$ cat src/rtl/mem_read_arbiter.sv
// Round-robin arbiter sharing one go/ds memory-read controller among NREQ requesters.
// Latency: req sampled in IDLE -> go next cycle; ds in WAIT -> done/err pulse next cycle.
// Backpressure: req is level-held until done/err; new requests wait for the next IDLE cycle.
module mem_read_arbiter #(
    parameter int NREQ    = 4,
    parameter int TIMEOUT = 16
) (
    input  logic            clk,
    input  logic            reset,
    input  logic [NREQ-1:0] req,
    output logic [NREQ-1:0] gnt,
    output logic            done,
    output logic            err,
    output logic            busy,
    output logic            go,
    input  logic            ds
);
    localparam int PW = (NREQ > 1) ? $clog2(NREQ) : 1;
    localparam int CW = $clog2(TIMEOUT);

    typedef enum logic [2:0] {
        S_IDLE  = 3'd0,
        S_ISSUE = 3'd1,
        S_WAIT  = 3'd2,
        S_DONE  = 3'd3,
        S_ERR   = 3'd4
    } state_t;

    state_t          state;
    state_t          state_nxt;
    logic [PW-1:0]   ptr;
    logic [PW-1:0]   win;
    logic [PW-1:0]   pick;
    logic            pick_vld;
    logic [CW-1:0]   cnt;
    logic            cnt_max;
    int              j;

    assign cnt_max = (cnt == CW'(TIMEOUT - 1));

    // First set request bit searching ptr, ptr+1, ... with wrap at NREQ.
    always_comb begin
        pick     = '0;
        pick_vld = 1'b0;
        j        = 0;
        for (int i = 0; i < NREQ; i++) begin
            j = int'(ptr) + i;
            if (j >= NREQ) begin
                j = j - NREQ;
            end
            if (!pick_vld && req[PW'(j)]) begin
                pick_vld = 1'b1;
                pick     = PW'(j);
            end
        end
    end

    always_ff @(posedge clk) begin
        if (reset) begin
            state <= S_IDLE;
        end else begin
            state <= state_nxt;
        end
    end

    always_comb begin
        state_nxt = state;
        case (state)
            S_IDLE:  if (pick_vld) state_nxt = S_ISSUE;
            S_ISSUE: state_nxt = S_WAIT;
            S_WAIT: begin
                if (ds) begin
                    state_nxt = S_DONE;
                end else if (cnt_max) begin
                    state_nxt = S_ERR;
                end
            end
            S_DONE:  state_nxt = S_IDLE;
            S_ERR:   state_nxt = S_IDLE;
            default: state_nxt = S_IDLE;
        endcase
    end

    always_comb begin
        go   = (state == S_ISSUE);
        done = (state == S_DONE);
        err  = (state == S_ERR);
        busy = (state != S_IDLE);
    end

    // Grant, winner index, rotation pointer and WAIT cycle counter.
    always_ff @(posedge clk) begin
        if (reset) begin
            ptr <= '0;
            win <= '0;
            cnt <= '0;
            gnt <= '0;
        end else begin
            case (state)
                S_IDLE: begin
                    if (pick_vld) begin
                        gnt <= {{(NREQ-1){1'b0}}, 1'b1} << pick;
                        win <= pick;
                    end
                end
                S_ISSUE: cnt <= '0;
                S_WAIT: begin
                    if (!ds && !cnt_max) begin
                        cnt <= cnt + 1'b1;
                    end
                end
                S_DONE, S_ERR: begin
                    ptr <= (win == PW'(NREQ - 1)) ? '0 : win + 1'b1;
                    gnt <= '0;
                end
                default: ;
            endcase
        end
    end
endmodule

$ cat config.mk
export PLATFORM = sky130hd
export DESIGN_NAME = mem_read_arbiter
export DESIGN_NICKNAME = d
export VERILOG_FILES = /design/src/rtl/mem_read_arbiter.sv
export SDC_FILE = /design/constraint.sdc
export NUM_CORES = 1
export LEC_CHECK = 0
export BUFFER_PORTS_ARGS = -buffer_cell sky130_fd_sc_hd__buf_2
export CORE_MARGIN = 2
export CORE_UTILIZATION = 52
export CTS_CLUSTER_DIAMETER = 80
export CTS_CLUSTER_SIZE = 8
export DETAILED_ROUTE_END_ITERATION = 12
export HOLD_SLACK_MARGIN = 0.03
export PLACE_DENSITY = 0.76
export SLEW_MARGIN = 20
export SYNTH_ARGS = -nofsm -noshare
export SYNTH_HDL_FRONTEND = slang
export SYNTH_SLANG_ARGS = --single-unit
$ cat constraint.sdc
create_clock -name clk -period 1.7 [get_ports clk]
set_input_delay 0.51 -clock clk [delete_from_list [all_inputs] [get_ports clk]]
set_output_delay 0.51 -clock clk [all_outputs]
set_load 0.01 [all_outputs]
# Word level (Yosys, flattened, before mapping)
# Index checks and enable logic that the tools add are counted.
# op_classes
add_sub_neg,9
magnitude_cmp,8
eq_ne,9
shift,1
n_mux,33
reduce_logical,18
# ops
op,count
$mux 2,9
$lt 2x4->1 const B,4
$pmux 4 s2,2
$mux 1,12
$ge 3x3->1 const B,3
$mux 3,3
$pmux 3 s3,1
$bmux 1 s2,4
$mux 4,2
$reduce_and 2->1,4
$sub 2x1->2 const B,4
$add 2x2->3 const B,2
$eq 3x2->1 const B,2
$logic_not 1->1,5
$add 4x1->4 const B,1
$eq 4x4->1 const B,1
$logic_and 1x1->1,4
$ne 2x2->1 const B,2
$reduce_bool 2->1,2
$shl 1x2->4 const A,1
$add 2x1->3 const B,1
$eq 3x1->1 const B,1
$eq 3x3->1 const B,1
$ge 2x3->1 const B,1
6 further kinds,6
# word_totals
regBits,15
in_bits,7
elab_cells,83

# Logic depth before layout (Yosys ltp)
# logic_depth
word_depth,18
ltp_mapped,5

# Worst setup path before layout
# OpenSTA, ideal clock, no wires.
# synth_path
path_kind,input port to flip-flop
startpoint,input req[0]
endpoint,register gnt[0]
arrival_ns,1.511
setup_slack_ns,0.072
stages,4
n_path_buf,0
path_cell_list,or4_1 > nand2_1 > nor3_1 > a32o_1
# synth_between
elab_chain_cells,16
elab_cells_between_ends,31
classes_between,eq/ne: 1; shift: 1; mux: 22; reduce/logical: 7
# synth_rtl
element,line_no,source
from (decl),10,"input logic [NREQ-1:0] req,"
$bmux 1 s2,51,if (!pick_vld && req[PW'(j)]) begin
$mux 1 (not written as such) (2 in a row),51,
$mux 1,51,
$logic_not 1->1,51,
$logic_and 1x1->1,51,
$mux 1,51,
$logic_not 1->1,51,
$logic_and 1x1->1,51,
$mux 1,51,
$logic_not 1->1,51,
$logic_and 1x1->1,51,
$mux 2,51,
$shl 1x2->4,102,"gnt <= {{(NREQ-1){1'b0}}, 1'b1} << pick;"
$mux 4,101,if (pick_vld) begin
$pmux 4 s2,99,case (state)
to (signal assigned),102,
to (decl),11,"output logic [NREQ-1:0] gnt,"
# Parallel ways exist; a longest one is shown, timed or not. The select of a mux whose other input is x is not followed.
# A chain may end at the register's enable or synchronous reset.

# Worst setup path after layout
# layout_path
startpoint,register state[2]
endpoint,output done
# layout_between
elab_chain_cells,1
# layout_rtl
element,line_no,source
from (decl),29,state_t state;
from (signal assigned),62,state <= state_nxt;
$eq 3x2->1,86,done = (state == S_DONE);
to (decl),12,"output logic done,"
# Every way passes these cells.

==> results.py <==
metrics = {
    "clock_tree": {
        "clkTransAtPathRegs_ns": 0.09,
        "root_buffer": "clkbuf_4",
        "numClockSinks": 15,
        "cts_buffers": 3,
        "clkLatencyLatePin_ns": 0.28,
        "h-tree-depth": 1,
        "cts_tree": "done",
        "clock_path_buffers": 2,
    },
    "sta": {
        "slew_viol_final": 0,
        "hold_viol": 0,
        "max_slew_margin": 0.823,
        "setup_viol": 0,
        "tightest_slew_ns": 0.262,
        "skew_ns": 0.00307,
        "max_freq_mhz": 606,
        "rsz0062_at_grt": "false",
        "fin_crit_sh": 0.971,
        "period_needed_ns": 1.65,
    },
    "power": {
        "power_frac_seq": 0.522,
        "powerDensity_nw_per_um2": 759,
        "switchingPower_mw": 0.214,
        "leakage_nw": 0.425,
        "switching_share": 0.284,
        "clockPowerShare": 0.265,
        "ir_worst_vdd_v": 0.000448,
        "pwr-share-comb": 0.213,
        "p_int_mw": 0.540,
    },
    "synth": {
        "synth_top_area_share": 0.379,
        "syn_area_per_cell_sq_um": 9.43,
        "syn-num-nets": 93,
        "synth_largest_area_cell": "dfxtp_1",
        "ys_async_sr_fraction": 0,
        "syn_inst": 84,
        "synthTopCellsByArea": "dfxtp_1, mux2i_1, a21oi_1",
        "seq_area_frac_synth": 0.379,
        "synth_edf_count": 0,
        "synthesis.area_sq_um": 792,
        "yosysWarnings": 0,
        "ys_seq_elements": 15,
        "synth-main-ff-cell": "dfxtp_1",
        "synth_cell_types": 37,
    },
    "routing": {
        "routed_wl_um": 1650,
        "post-route-drc-count": 0,
        "ant_nets": 0,
        "wl_per_cell_um": 13.2,
        "viasPerCell": 5.88,
        "num_vias": 735,
        "drt_first_pass_iters": 5,
        "first_iter_violations": 12,
    },
    "outcome": {
        "status": "completed",
    },
    "placement": {
        "dp.cells": 120,
        "port_buffers": 14,
        "place_congestion": 0.839,
        "hpwl_um": 1290,
    },
    "setup_path": {
        "crit_path_start_kind": "flip-flop",
        "path_class": "reg -> out",
        "worst_ep_required_time_ns": 1.19,
        "worstPathArrival_ns": 1.14,
        "critical_path.max_fanout": 8,
        "end_kind": "output port",
    },
    "finish": {
        "final_common_cell": "buf_2",
        "syn_to_final_growth_pct": 25.4,
        "layout_common_cells": "buf_2, dfxtp_1, buf_4",
        "nFillCells": 130,
        "utilization": 0.675,
        "drive_gt1_frac": 0.404,
        "nNetsFinal": 119,
        "num_antenna_cells": 0,
        "final_cells": 125,
    },
    "global_routing": {
        "first_global_vias": 692,
        "antenna_found_initial": 0,
        "grt_usage": 0.208,
        "overflow": 0,
        "grt_max_degree": 10,
        "grt_first_pass_wirelength_um": 2860,
    },
    "die": {
        "rows": 14,
        "initial_core_util": 0.538,
        "die_x_um": 43.0,
        "coreArea_sq_um": 1470,
        "die_h_um": 43.0,
        "pin_count": 15,
        "fp.dieArea_sq_um": 1850,
    },
    "flow_run": {
        "max_cap_violations": 0,
    },
    "worst_hold_path": {
        "min_path_type": "reg -> reg",
    },
}
logic make-up after synthesis:
kind of cell | after synthesis | share of synthesized area
AND/OR/NAND/NOR | 43 | 0.376
XOR/XNOR | 1 | 0.0111
multiplexers | 4 | 0.0506
adder cells (fa/ha/maj) | 2 | 0.0316
flip-flops | 15 | 0.379
buffers and inverters | 3 | 0.0190
AO/OA/AOI/OAI | 16 | 0.133
critical path, cell delays in order (launching register included):
cell and delay, ns:
dfxtp_4 0.39, and3b_4 0.33, buf_2 0.13
stage by stage:
stage | instance area [sq um] | total power [mW] | setup WS [ns] | hold slack, ns | setup TNS, ns
3_3_place_gp | 931 | 0.552 | -0.0723 | 0.459 | -0.126
6_report | 993 | 0.754 | 0.0498 | 0.476 | 0
4_1_cts | 980 | 0.765 | 0.00620 | 0.482 | 0
3_5_place_dp | 931 | 0.558 | -0.0925 | 0.463 | -0.367
5_1_grt | 993 | 0.799 | 0.00472 | 0.523 | 0
2_1_floorplan | 792 | 0.493 | 0.0720 | 0.440 | 0
power groups by stage:
stage,combinational [mW],clock (mW),sequential [mW]
2_1_floorplan,0.0989,0,0.394
3_3_place_gp,0.153,0,0.399
3_5_place_dp,0.157,0,0.401
4_1_cts,0.159,0.211,0.395
5_1_grt,0.178,0.223,0.398
6_report,0.161,0.200,0.394
flip-flops by register name (all words and copies together) (netlist names):
signal  count
cnt         4
state       3
win         2
ptr         2
gnt         4
path summary, 6_finish.rpt:
path                  to  slack, ns  depth (start not counted)     start
setup / recovery    done       0.05                          2  state[2]
hold reg to reg   gnt[2]       0.48                          2    gnt[2]
setup reg to reg  cnt[3]       0.28                          5    cnt[0]
hold / removal    gnt[2]       0.48                          2    gnt[2]
metal layers:
metal	wire length (um)	part of all wire	GRT usage
met4	25	0.015	0.109
met5	0	0	0
met2	780	0.47	0.333
met3	69	0.042	0.0426
met1	777	0.47	0.263
Yosys cell counts (all sizes together), types with 2 or more instances:
cell type,number
nor3b,3
o21ai,3
nand2,6
ha,2
nor4,2
nor4b,2
nor2b,4
or3,2
or2,2
nor3,5
mux2i,4
dfxtp,15
a21oi,6
nor2,5
nand3,6
cell type report:
| cell class | count | area (sq um) | share of cell area |
|---|---|---|---|
| Sequential cell | 15 | 312 | 0.314 |
| Inverter | 1 | 3.75 | 0.00378 |
| Timing Repair Buffer | 23 | 138 | 0.139 |
| Clock buffer | 3 | 22.5 | 0.0227 |
| Clock inverter | 1 | 5.00 | 0.00504 |
| Tap cell | 16 | 20.0 | 0.0202 |
| Multi-Input combinational cell | 66 | 493 | 0.496 |
timing repair:
item	4_1_cts	5_1_grt
gates cloned	0	0
buffers inserted	1	0
pin swaps	1	0
endpoints found under the setup margin	4	3
resized for setup	5	4
hold buffers	0	0
Note: power is estimated with default switching activity, not from simulation.
